$ cat src/rtl/seq_div.sv
// Restoring unsigned divider: DW-bit dividend by VW-bit divisor, one quotient bit per clock.
// Latency: done is high DW cycles after the accepted start; two cycles for a zero divisor.
// Backpressure: start is taken only in IDLE or DONE; later starts and operand changes are ignored.
module seq_div #(
    parameter int DW = 8,
    parameter int VW = 4
) (
    input  logic          clk,
    input  logic          rst_n,
    input  logic          start,
    input  logic [DW-1:0] dividend,
    input  logic [VW-1:0] divisor,
    output logic          busy,
    output logic          done,
    output logic [DW-1:0] quotient,
    output logic [VW-1:0] remainder,
    output logic          div_by_zero
);

    localparam int CW = $clog2(DW + 1);

    localparam logic [1:0] S_IDLE = 2'd0;
    localparam logic [1:0] S_RUN  = 2'd1;
    localparam logic [1:0] S_ZERO = 2'd2;
    localparam logic [1:0] S_DONE = 2'd3;

    logic [1:0]    state;
    logic [CW-1:0] cnt;
    logic [DW-1:0] dvd_q;
    logic [VW-1:0] div_q;
    logic [VW-1:0] rem_q;

    logic [VW:0]   r_shift;
    logic [VW:0]   r_sub;
    logic          ge;
    logic [VW-1:0] rem_nxt;
    logic          accept;

    // The partial remainder is always below the divisor, so r_shift < 2*divisor and
    // the borrow bit of the VW+1-bit subtraction alone decides the compare.
    always_comb begin
        r_shift = {rem_q, dvd_q[DW-1]};
        r_sub   = r_shift - {1'b0, div_q};
        ge      = ~r_sub[VW];
        rem_nxt = ge ? r_sub[VW-1:0] : r_shift[VW-1:0];
    end

    assign accept = start && ((state == S_IDLE) || (state == S_DONE));
    assign busy   = (state == S_RUN);
    assign done   = (state == S_DONE);

    // dvd_q doubles as the quotient shift register: dividend bits leave at the top
    // while quotient bits enter at the bottom.
    always_ff @(posedge clk or negedge rst_n) begin
        if (!rst_n) begin
            state       <= S_IDLE;
            cnt         <= '0;
            dvd_q       <= '0;
            div_q       <= '0;
            rem_q       <= '0;
            quotient    <= '0;
            remainder   <= '0;
            div_by_zero <= 1'b0;
        end else begin
            case (state)
                S_IDLE, S_DONE: begin
                    if (accept) begin
                        dvd_q <= dividend;
                        div_q <= divisor;
                        rem_q <= '0;
                        cnt   <= '0;
                        state <= (divisor == '0) ? S_ZERO : S_RUN;
                    end else begin
                        state <= S_IDLE;
                    end
                end
                S_RUN: begin
                    rem_q <= rem_nxt;
                    dvd_q <= {dvd_q[DW-2:0], ge};
                    cnt   <= cnt + 1'b1;
                    if (cnt == CW'(DW - 1)) begin
                        quotient    <= {dvd_q[DW-2:0], ge};
                        remainder   <= rem_nxt;
                        div_by_zero <= 1'b0;
                        state       <= S_DONE;
                    end
                end
                S_ZERO: begin
                    // Dwell two cycles so a zero divisor completes two edges after start.
                    cnt <= cnt + 1'b1;
                    if (cnt == CW'(1)) begin
                        quotient    <= '1;
                        remainder   <= '0;
                        div_by_zero <= 1'b1;
                        state       <= S_DONE;
                    end
                end
                default: state <= S_IDLE;
            endcase
        end
    end

endmodule

$ cat config.mk
export PLATFORM = sky130hd
export DESIGN_NAME = seq_div
export DESIGN_NICKNAME = d
export VERILOG_FILES = /design/src/rtl/seq_div.sv
export SDC_FILE = /design/constraint.sdc
export NUM_CORES = 1
export LEC_CHECK = 0
export ABC_AREA = 1
export BUFFER_PORTS_ARGS = -buffer_cell sky130_fd_sc_hd__clkbuf_2
export CAP_MARGIN = 20
export CORE_MARGIN = 2
export CORE_UTILIZATION = 45
export CTS_CLUSTER_SIZE = 40
export DETAILED_ROUTE_END_ITERATION = 12
export GPL_TIMING_DRIVEN = 0
export PLACE_DENSITY = 0.71
export SKIP_CTS_REPAIR_TIMING = 1
export SLEW_MARGIN = 20
export SYNTH_ARGS = -nofsm -noshare
export SYNTH_HDL_FRONTEND = slang
export SYNTH_SLANG_ARGS = --single-unit
$ cat constraint.sdc
create_clock -name clk -period 1.79 [get_ports clk]
set_clock_uncertainty 0.1 [all_clocks]
set_input_delay 0.179 -clock clk [delete_from_list [all_inputs] [get_ports clk]]
set_output_delay 0.179 -clock clk [all_outputs]
set_load 0.01 [all_outputs]
# [Yosys cells after proc, flatten, opt, wreduce, memory -nomap -nowiden]
# Cells that the tools add are included.
[word_totals] regBits=35 latchBits=0 ramBits=0 romBits=0 out_inout_bits=15 word_cells=51 memories=0
[op_classes] add_sub_neg=2 mul=0 div=0 order_cmp=0 eq_ne=8 shift=0 muxes=20 bitwise_logic=1 reduce_logical=12
[ops] op="one-hot mux 8 bit (2 select lines)" n=2
[ops] op="two-way mux 8 bit" n=3
[ops] op="one-hot mux 4 bit (2 select lines)" n=3
[ops] op="two-way mux 4 bit" n=4
[ops] op="two-way mux 2 bit" n=4
[ops] op="one-hot mux 2 bit (3 select lines)" n=1
[ops] op="AND reduction 2 bit" n=3
[ops] op="subtractor 5 x 4 -> 5 bit" n=1
[ops] op="adder 4 x 1 -> 4 bit (second input constant)" n=1
[ops] op="equality test 2 bit (second input constant)" n=2
[ops] op="equality test 4 x 1 -> 1 bit (second input constant)" n=1
[ops] op="equality test 4 x 3 -> 1 bit (second input constant)" n=1
[ops] op="zero test 4 bit" n=1
[ops] op="!= test 2 bit (second input constant)" n=2
[ops] op="nonzero test 2 bit" n=2
[ops] op="OR reduction 2 bit" n=2
[ops] op="AND reduction 3 bit" n=1
[ops] op="equality test 2 x 1 -> 1 bit (second input constant)" n=1
[ops] op="zero test 2 bit" n=1
[ops] op="two-way mux 1 bit" n=2
[ops] op="!= test 2 x 1 -> 1 bit (second input constant)" n=1
[ops] op="one-hot mux 1 bit (2 select lines)" n=1
[ops] op="logical AND 1 bit" n=1
[ops] op="logical OR 1 bit" n=1
[ops] op="NOT 1 bit" n=1

# [Longest topological paths before layout]
# Gate-level depths: netlist of run 1.
[logic_depth] ltp_word=5 ltp_mapped=12 mapped_depth_nobuf=12

# [Least setup slack after synthesis of run 1]
# OpenSTA, ideal clock, no wires.
[synth_timing] kind="flip-flop to flip-flop" startpoint="register dvd_q[7]" endpoint="register remainder[0]" setup_ns=0.117 arrival_time_ns=1.592 required_ns=1.573 slack_ns=-0.019 path_stages_with_launch=13 path_buffers=0 period_less_slack_ns=1.809 cell_sequence="dfrtp_1 -> inv_1 -> ha_1 -> inv_1 -> fa_1 -> nand2_1 -> nand2_1 -> nand2_1 -> nand2_1 -> nand2_1 -> nand2_1 -> nand3_1 -> nand2_1"
[synth_between] elab_chain_len=4
[synth_rtl] item="start: declaration" line_no="29" source="logic [DW-1:0] dvd_q;"
[synth_rtl] item="start signal: assignment" line_no="68" source="dvd_q <= dividend;"
[synth_rtl] item="start signal: assignment" line_no="79" source="dvd_q <= {dvd_q[DW-2:0], ge};"
[synth_rtl] item="subtractor 5 x 4 -> 5 bit" line_no="43" source="r_sub = r_shift - {1'b0, div_q};"
[synth_rtl] item="two-way mux 4 bit (*)" line_no="45" source="rem_nxt = ge ? r_sub[VW-1:0] : r_shift[VW-1:0];"
[synth_rtl] item="two-way mux 4 bit (*)" line_no="81" source="if (cnt == CW'(DW - 1)) begin"
[synth_rtl] item="one-hot mux 4 bit (2 select lines) (*)" line_no="65" source="case (state)"
[synth_rtl] item="end signal: assignment" line_no="83" source="remainder <= rem_nxt;"
[synth_rtl] item="end: declaration" line_no="16" source="output logic [VW-1:0] remainder,"
# Mark *: on every way between the ends. The rest lies on a longest branch, timed or not. The select of a mux whose other input is x is not followed.
# A chain may end at the register's enable or synchronous reset.

# [Final worst setup path of run 1]
[layout_timing] startpoint="register dvd_q[7]" endpoint="register remainder[2]"
[layout_between] elab_chain_len=4
[layout_rtl] item="subtractor 5 x 4 -> 5 bit" line_no="43"
[layout_rtl] item="two-way mux 4 bit" line_no="45"
[layout_rtl] item="two-way mux 4 bit" line_no="81"
[layout_rtl] item="one-hot mux 4 bit (2 select lines)" line_no="65"
# Every way passes these cells. The select of a mux whose other input is x is not followed.

==> results of run 1 <==
Yosys cell counts, drive strengths merged:
cell type and instances:
clkinv 1, a21oi 7, o21ai 16, a31oi 7, or2 1, inv 22
dfrtp 35, ha 9, fa 1, o22ai 2, xnor2 2, nand3b 3
nand3 16, clkbuf 1, nor2 20, nand2 62, nand4 2, buf 4
path summary, 6_finish.rpt:
kind / start / endpoint / cells after the start / slack (ps)
hold / removal: dividend[5] / dvd_q[5] / 3 / 20
setup / recovery: dvd_q[7] / remainder[2] / 12 / -120
max in group asynchronous: rst_n / rem_q[2] / 2 / 620
hold reg to reg: remainder[0] / remainder[0] / 2 / 380
min in group asynchronous: rst_n / remainder[1] / 2 / 430
setup reg to reg: dvd_q[7] / remainder[2] / 12 / -120
per-stage QoR:
step                util [%]  instances  setup WS, ps
floorplan                  -        211         16.27
global placement       53.00        288        -162.2
detailed placement     53.00        288        -195.0
CTS                    56.03        296        -225.3
global route           62.76        301        -186.6
finish                 62.76        301        -118.0
critical path: stages (launching register included):
cell	delay [ps]
dfrtp_1	390
inv_2	90
ha_4	130
inv_2	40
fa_2	400
nand2_2	90
nand2_4	70
nand2_4	100
nand2_8	70
nand2_8	120
nand2_4	60
nand3_2	70
nand2_1	60
cells by family after synthesis:
logic type / share of synthesized area [%]
fa+ha+maj: 7.529
flops: 49.72
buf+inv: 6.889
simple gates: 24.50
xor+xnor: 0.9945
compound gates: 10.37
routing by layer:
metal | track usage, % | vias to the layer above
li1 | - | 769
met1 | 22.89 | 687
met2 | 29.50 | 35
met3 | 3.547 | 5
met4 | 6.122 | 0
met5 | 0 | -
sequential cells by signal, summed over array words and instances, names as in the netlist:
name and flops:
dvd_q 8, state 2, cnt 4, rem_q 4, remainder 4, div_q 4
quotient 8, div_by_zero 1
layout make-up:
class,count,area (um^2),share of cell area (%)
Buffer,5,46.29,1.985
Clock buffer,5,68.82,2.951
Clock inverter,3,43.79,1.878
Inverter,23,87.58,3.755
Multi-Input combinational cell,148,964.7,41.36
Sequential cell,35,875.8,37.55
Tap cell,48,60.06,2.575
Timing Repair Buffer,34,185.2,7.940
==> results by group, run 1 <==
Run
  • Max Cap Violations: 0

Finish
  • Fill cells: 341
  • Design area: 2332 um^2
  • Commonest non-fill, non-tap cell in the layout: nand2_1
  • Antenna diode instance count: 0
  • Share of layout cells above drive strength 1: 31.62%
  • Synth-to-layout area growth: 32.39%
  • Final #Nets: 277
  • Commonest cells after routing, fill and taps aside: 51 x nand2_1, 35 x dfrtp_1, 30 x clkbuf_2, 18 x nor2_1, 17 x inv_1

Clock network
  • Worst-path clk slew: 80 ps
  • Clk buf depth: 2
  • Num Clock Sinks: 35
  • Clock buffer count from CTS: 5
  • Root Buffer: clkbuf_8
  • CTS tree: yes
  • Level count of the clock H-tree: 2
  • Worst skew pair latency: roughly 290 ps

STA
  • Final setup violation count: 10
  • Slew of the pin with the lowest slew margin: 868.2 ps
  • Final setup margin: -118.0 ps
  • WHS: 22.66 ps
  • Hold Fails Final Rpt: 0
  • Fmax: 524.1 MHz
  • RSZ-0062 raised after global routing: true
  • Final TNS setup: -913.0 ps
  • Final period util: 106.6%
  • Tmin final: 1908 ps
  • Max-Slew Margin vs Limit: between 40 and 50%
  • Fin. max-slew vios: 0

Floorplanning
  • # IOs: 30
  • DIE HEIGHT: between 60 and 70 um
  • Die area: between 4000 and 5000 um^2
  • Initial Util: between 40% and 50%
  • Die Width: 66.57 um
  • Core box area: 3716 um^2
  • FP Rows: 22

Critical path
  • Setup Crit Path Kind: register to register
  • CP required: 1870 ps
  • Max Fanout on Critical Path: 6
  • CP endpoint kind: register
  • Worst Path Arrival: roughly 2000 ps
  • Setup crit start kind: register

Global routing
  • Tot GR Track Use: 17.71%
  • Largest net degree at the start of global routing: 36
  • Gr ovfl total: 0
  • First-pass GRT wire length: slightly below 6000 um
  • Initial antenna violation count: 0
  • Number of global-route vias before repair: 1345

Detailed routing
  • Detail Route met2 WL: 1846 um
  • Via-to-Cell Ratio: 4.970
  • DRC violations left: 0
  • Antenna viol nets, final: 0
  • Total Wirelength: 3827 um
  • First drt pass iteration count: 4
  • DR iter-0 viols: 60
  • DR vias: about 1500
  • WL met1: 1812 um
  • WL met3: 121 um
  • Drt wl/cell: 12.71 um
  • Highest metal used: met4

Run status
  • Status: complete, but fails checks
  • Failing checks: setup timing

Yosys
  • Mapped Nets: 236
  • Sequential share of the synthesized area: 49.72%
  • Synthesized area per cell: approximately 8.3 um^2
  • Flops & latches, synth: 35
  • Synth warn: 0
  • Synth area leaders: dfrtp_1 50%, nand2_1 13%, ha_1 6.4%
  • Synth unique cells: 24
  • Post-synth top area share: 49.72%
  • Synth area leader: dfrtp_1
  • Mapped Area: 1762 um^2
  • Syn Inst Count: 211

Place
  • Post-DP Area: roughly 2000 um^2
  • DP HPWL: between 2000 and 3000 um
  • Buffers on Ports: 29
  • Routability Congestion: approximately 0.8

Min path
  • Hold WC Path Type: input pin to register
Power of run 1 is not shown: default switching activity piles up to over one toggle a cycle in this logic, so the estimate is an artifact.
==> inputs of run 2 (changes only) <==
BUFFER_PORTS_ARGS = -buffer_cell sky130_fd_sc_hd__buf_2   (was -buffer_cell sky130_fd_sc_hd__clkbuf_2)
==> results by group, run 2 (synthesis results as in run 1) <==
Run status
  • Status: complete, but fails checks (unchanged)
  • Failing checks: setup timing (unchanged)

Detailed routing
  • First drt pass iteration count: 4 (unchanged)
  • Total Wirelength: 3802 um (was 3827 um)
  • Antenna viol nets, final: 0 (unchanged)
  • Drt wl/cell: 12.67 um (was 12.71 um)
  • DR iter-0 viols: 109 (was 60)
  • Via-to-Cell Ratio: 5.060 (was 4.970)
  • DR vias: 1518 (was 1496)
  • DRC violations left: 0 (unchanged)

Finish
  • Post-Route Utilization: 63.03% (was 62.76%)
  • Final #Nets: 276 (was 277)
  • Design area: 2342 um^2 (was 2332 um^2)
  • Commonest non-fill, non-tap cell in the layout: nand2_1 (unchanged)
  • Share of layout cells above drive strength 1: 32.14% (was 31.62%)
  • Synth-to-layout area growth: 32.95% (was 32.39%)
  • Regs by FF count: dvd_q: 8 flops, quotient: 8 flops (unchanged)
  • Commonest cells after routing, fill and taps aside: 52 x nand2_1, 34 x dfrtp_1, 29 x buf_2, 18 x nor2_1, 16 x inv_1 (was 51 x nand2_1, 35 x dfrtp_1, 30 x clkbuf_2, 18 x nor2_1, 17 x inv_1)
  • Antenna diode instance count: 0 (unchanged)

Floorplanning
  • Die Width: 66.57 um (unchanged)
  • Initial Util: 47.41% (unchanged)
  • DIE HEIGHT: 66.57 um (unchanged)
  • FP Rows: 22 (unchanged)
  • Die area: 4432 um^2 (unchanged)
  • # IOs: 30 (unchanged)
  • Core box area: 3716 um^2 (unchanged)

Global routing
  • Tot GR Track Use: 18.06% (was 17.71%)
  • First-pass GRT wire length: 6009 um (was 5947 um)
  • Largest net degree at the start of global routing: 36 (unchanged)
  • Initial antenna violation count: 0 (unchanged)
  • Number of global-route vias before repair: 1339 (was 1345)
  • Gr ovfl total: 0 (unchanged)

Clock network
  • Num Clock Sinks: 35 (unchanged)
  • Level count of the clock H-tree: 2 (unchanged)
  • CTS tree: yes (unchanged)
  • Worst skew pair latency: 290 ps (about the same)
  • Root Buffer: clkbuf_8 (unchanged)
  • Clk buf depth: 2 (unchanged)
  • Worst-path clk slew: 80 ps (about the same)
  • Clock buffer count from CTS: 5 (unchanged)

Critical path
  • Setup Crit Path Kind: register to register (unchanged)
  • Max Fanout on Critical Path: 6 (unchanged)
  • Setup crit start kind: register (unchanged)
  • Reg-to-reg startpoint: dvd_q[7] (unchanged)
  • CP peak stage delay: 400 ps (about the same)
  • Worst Path Arrival: 1960 ps (was 1980 ps)
  • Reg2reg setup slack: -80 ps (was -120 ps)
  • CP cell instances: inv_2 > ha_4 > inv_2 > fa_2 > nand2_2 > nand2_4 > nand2_4 > nand2_8 > nand2_8 > nand2_4 > nand3_2 > nand2_1 (unchanged)
  • WP buf/inv: 2 (unchanged)
  • Slowest stage cell on the critical path: dfrtp_1 (was fa_2)
  • CP required: 1870 ps (about the same)
  • RR Endpoint: remainder[0] (was remainder[2])
  • Worst reg-to-reg path cell count: 12 (unchanged)
  • Critical Path Most Common Cell: nand2_4 (unchanged)
  • Delay-heaviest family, CP: simple AND/OR/NAND/NOR gates (unchanged)
  • CP endpoint kind: register (unchanged)

Place
  • Post-DP Area: 1969 um^2 (unchanged)
  • Routability Congestion: 0.8008 (was 0.8014)
  • Buffers on Ports: 29 (unchanged)
  • DP HPWL: 2485 um (was 2566 um)

STA
  • Final period util: 104.6% (was 106.6%)
  • Slew of the pin with the lowest slew margin: 801.2 ps (was 868.2 ps)
  • Final TNS setup: -589.4 ps (was -913.0 ps)
  • WHS: 34.85 ps (was 22.66 ps)
  • Final setup margin: -83.02 ps (was -118.0 ps)
  • Fin. max-slew vios: 0 (unchanged)
  • Hold Fails Final Rpt: 0 (unchanged)
  • Final setup violation count: 10 (unchanged)
  • Max-Slew Margin vs Limit: 46.59% (was 42.12%)
  • Fmax: 533.9 MHz (was 524.1 MHz)
  • Tmin final: 1873 ps (was 1908 ps)
  • RSZ-0062 raised after global routing: true (unchanged)

Run
  • Max Cap Violations: 0 (unchanged)

Min path
  • HP Start: dividend[5] (unchanged)
  • Hold path depth: 3 (unchanged)
  • Min-Delay Endpoint: dvd_q[5] (unchanged)
  • Hold WC Path Type: input pin to register (unchanged)
-- run 2: cell count changes in the layout (fill, tap and decap cells not counted), sizes merged --
cell	change
bufinv	+1
buf	+27
clkinv	-2
clkbuf	-28
clkinvlp	+1
-- run 2: metrics by stage --
step,setup WS [ps],instances
final,-83.02,300
after global routing,-148.2,300
after CTS,-193.8,296
after detailed placement,-159.9,288
after global placement,-157.1,288
after floorplan,16.27,211
-- run 2: worst reg2reg max path: cells and delay by family (launching register included) --
kind	cells	cell delay [ps]
buffers and inverters	2	130
adder cells (fa/ha/maj)	2	510
AND/OR/NAND/NOR	8	630
flip-flops	1	400
-- run 2: metal layers --
metal / part of all wire, % / vias up / global-route usage, % / routed length (um)
met2: 47 / 42 / 28.13 / 1775
met5: 0 / - / 0 / 0
met1: 47 / 705 / 23.73 / 1787
met4: 1.2 / 0 / 5.357 / 46
li1: - / 766 / - / -
met3: 5.1 / 5 / 6.250 / 193
-- run 2: worst max path at each step --
stage          cells past startpoint      from           end
2_1_floorplan                     12  dvd_q[7]  remainder[0]
6_report                          12  dvd_q[7]  remainder[0]
5_1_grt                           12  dvd_q[7]  remainder[0]
4_1_cts                           12  dvd_q[7]  remainder[1]
3_5_place_dp                      12  dvd_q[7]  remainder[1]
3_3_place_gp                      12  dvd_q[7]  remainder[0]
-- run 2: layout make-up --
type / instances / area (um^2)
multi-input cells: 148 / 955.9
clock buffers: 5 / 68.82
plain buffers: 4 / 37.54
well taps: 48 / 60.06
inverters: 23 / 90.09
clock inverters: 3 / 67.56
repair buffers: 34 / 185.2
flip-flops and latches: 35 / 877.1
fillers: 337 / 1374
Power of run 2 is left out for the same reason.
==> inputs of run 3 (changes only) <==
CORE_ASPECT_RATIO = 0.9   (was unset)
CORE_UTILIZATION = 40   (was 45)
PLACE_DENSITY = 0.64   (was 0.71)
==> results by group, run 3 (synthesis results as in run 1) <==
Place
  • Placed cell count: 300 (was 288)
  • Pre-CTS setup slack: -173.7 ps (was -159.9 ps)
  • DP HPWL: 2579 um (was 2485 um)
  • Routability Congestion: 0.7988 (was 0.8008)
  • Buffers on Ports: 29 (unchanged)

STA
  • RSZ-0062 raised after global routing: true (unchanged)
  • Final setup margin: -82.37 ps (was -83.02 ps)
  • Slew of the pin with the lowest slew margin: 770.1 ps (was 801.2 ps)
  • Tmin final: 1872 ps (was 1873 ps)
  • Fmax: 534.1 MHz (was 533.9 MHz)
  • Final period util: 104.6% (about the same)
  • Final setup violation count: 10 (unchanged)
  • Max-Slew Margin vs Limit: 48.66% (was 46.59%)
  • Fin. max-slew vios: 0 (unchanged)
  • Hold Fails Final Rpt: 0 (unchanged)

Critical path
  • CP required: 1880 ps (was 1870 ps)
  • Critical Path Most Common Cell: nand2_4 (unchanged)
  • Max Fanout on Critical Path: 6 (unchanged)
  • CP endpoint kind: register (unchanged)
  • Reg2reg setup slack: -80 ps (about the same)
  • Slowest stage cell on the critical path: dfrtp_1 (unchanged)
  • Delay-heaviest family, CP: simple AND/OR/NAND/NOR gates (unchanged)
  • RR Endpoint: remainder[0] (unchanged)
  • CP peak stage delay: 390 ps (was 400 ps)
  • Worst Path Arrival: 1960 ps (about the same)
  • Worst Setup SP: dvd_q[7] (unchanged)
  • Worst reg-to-reg path cell count: 12 (unchanged)
  • Setup Crit Path Kind: register to register (unchanged)
  • Reg-to-reg startpoint: dvd_q[7] (unchanged)
  • WP buf/inv: 2 (unchanged)
  • Setup crit start kind: register (unchanged)
  • CP cell instances: inv_2 > ha_4 > inv_4 > fa_2 > nand2_2 > nand2_4 > nand2_4 > nand2_4 > nand2_8 > nand2_2 > nand3_2 > nand2_1 (was inv_2 > ha_4 > inv_2 > fa_2 > nand2_2 > nand2_4 > nand2_4 > nand2_8 > nand2_8 > nand2_4 > nand3_2 > nand2_1)

Run status
  • Status: complete, but fails checks (unchanged)
  • Failing checks: setup timing (unchanged)

Detailed routing
  • Drt wl/cell: 11.51 um (was 12.67 um)
  • First drt pass iteration count: 4 (unchanged)
  • DR vias: 1488 (was 1518)
  • Via-to-Cell Ratio: 4.754 (was 5.060)
  • Antenna viol nets, final: 0 (unchanged)
  • DRC violations left: 0 (unchanged)
  • Total Wirelength: 3602 um (was 3802 um)
  • DR iter-0 viols: 62 (was 109)

Finish
  • Regs by FF count: dvd_q: 8 flops, quotient: 8 flops (unchanged)
  • Commonest non-fill, non-tap cell in the layout: nand2_1 (unchanged)
  • Synth-to-layout area growth: 29.05% (was 32.95%)
  • Share of layout cells above drive strength 1: 30.83% (was 32.14%)
  • Antenna diode instance count: 0 (unchanged)
  • Layout Cells excl Fill: 313 (was 300)
  • Commonest cells after routing, fill and taps aside: 52 x nand2_1, 35 x dfrtp_1, 29 x buf_2, 18 x nor2_1, 17 x inv_1 (was 52 x nand2_1, 34 x dfrtp_1, 29 x buf_2, 18 x nor2_1, 16 x inv_1)
  • Final #Nets: 277 (was 276)

Global routing
  • Number of global-route vias before repair: 1289 (was 1339)
  • Largest net degree at the start of global routing: 36 (unchanged)
  • Met3 Use GR: 4.085% (was 6.250%)
  • Met1 GRT Util: 21.25% (was 23.73%)
  • Initial antenna violation count: 0 (unchanged)
  • M2 GR Usage: 24.00% (was 28.13%)
  • First-pass GRT wire length: 5775 um (was 6009 um)
  • Gr ovfl total: 0 (unchanged)
  • Tot GR Track Use: 15.84% (was 18.06%)
  • GR peak layer: met2 (unchanged)

Run
  • Max Cap Violations: 0 (unchanged)

Clock network
  • Root Buffer: clkbuf_8 (unchanged)
  • CTS tree: yes (unchanged)
  • Clk buf depth: 2 (unchanged)
  • Worst skew pair latency: 290 ps (about the same)
  • Level count of the clock H-tree: 2 (unchanged)
  • Num Clock Sinks: 35 (unchanged)
  • Clock buffer count from CTS: 5 (unchanged)
  • Worst-path clk slew: 70 ps (was 80 ps)

Floorplanning
  • FP Rows: 22 (unchanged)
  • DIE HEIGHT: 66.96 um (was 66.57 um)
  • Core box area: 4156 um^2 (was 3716 um^2)
  • Die area: 4952 um^2 (was 4432 um^2)
  • # IOs: 30 (unchanged)
  • Initial Util: 42.38% (was 47.41%)
  • Die Width: 73.96 um (was 66.57 um)

Min path
  • Hold path depth: 3 (unchanged)
  • Hold WC Path Type: input pin to register (unchanged)
  • HP Start: dividend[5] (unchanged)
  • Min-Delay Endpoint: dvd_q[5] (unchanged)
[run 3: worst max path at each step]
stage / to / depth (start not counted) / slack [ps]
final: remainder[0] / 12 / -80
after global routing: remainder[0] / 12 / -160
after CTS: dvd_q[6] / 9 / -180
after detailed placement: dvd_q[6] / 9 / -170
after global placement: remainder[2] / 12 / -180
after floorplan: remainder[0] / 12 / 20
[run 3: final cells by class]
class,instances,area [um^2]
Inverter,23,90.09
Timing Repair Buffer,35,192.7
Buffer,4,33.78
Tap cell,60,75.07
Clock inverter,3,20.02
Fill cell,393,1883
Sequential cell,35,875.8
Multi-Input combinational cell,148,917.1
Clock buffer,5,68.82
[run 3: tightest hold or removal path, stage by stage]
cell and delay [ps]:
buf_2 90, nand2_1 50, a31oi_1 70
[run 3: layer usage]
| metal | vias up | wire length (um) |
|---|---|---|
| met3 | 5 | 142 |
| li1 | 765 | - |
| met5 | - | 0 |
| met4 | 0 | 42 |
| met2 | 26 | 1620 |
| met1 | 692 | 1796 |
[run 3: metrics by stage]
stage	utilization (%)	TNS, ps	hold WS, ps	cell area (um^2)
final	54.70	-542.0	39.73	2273
after global routing	54.70	-1303	53.45	2273
after CTS	49.88	-2586	-107.8	2073
after detailed placement	47.74	-2321	208.2	1984
after global placement	47.74	-2265	208.5	1984
after floorplan	-	0	-216.6	1764
Power of run 3 is left out for the same reason.
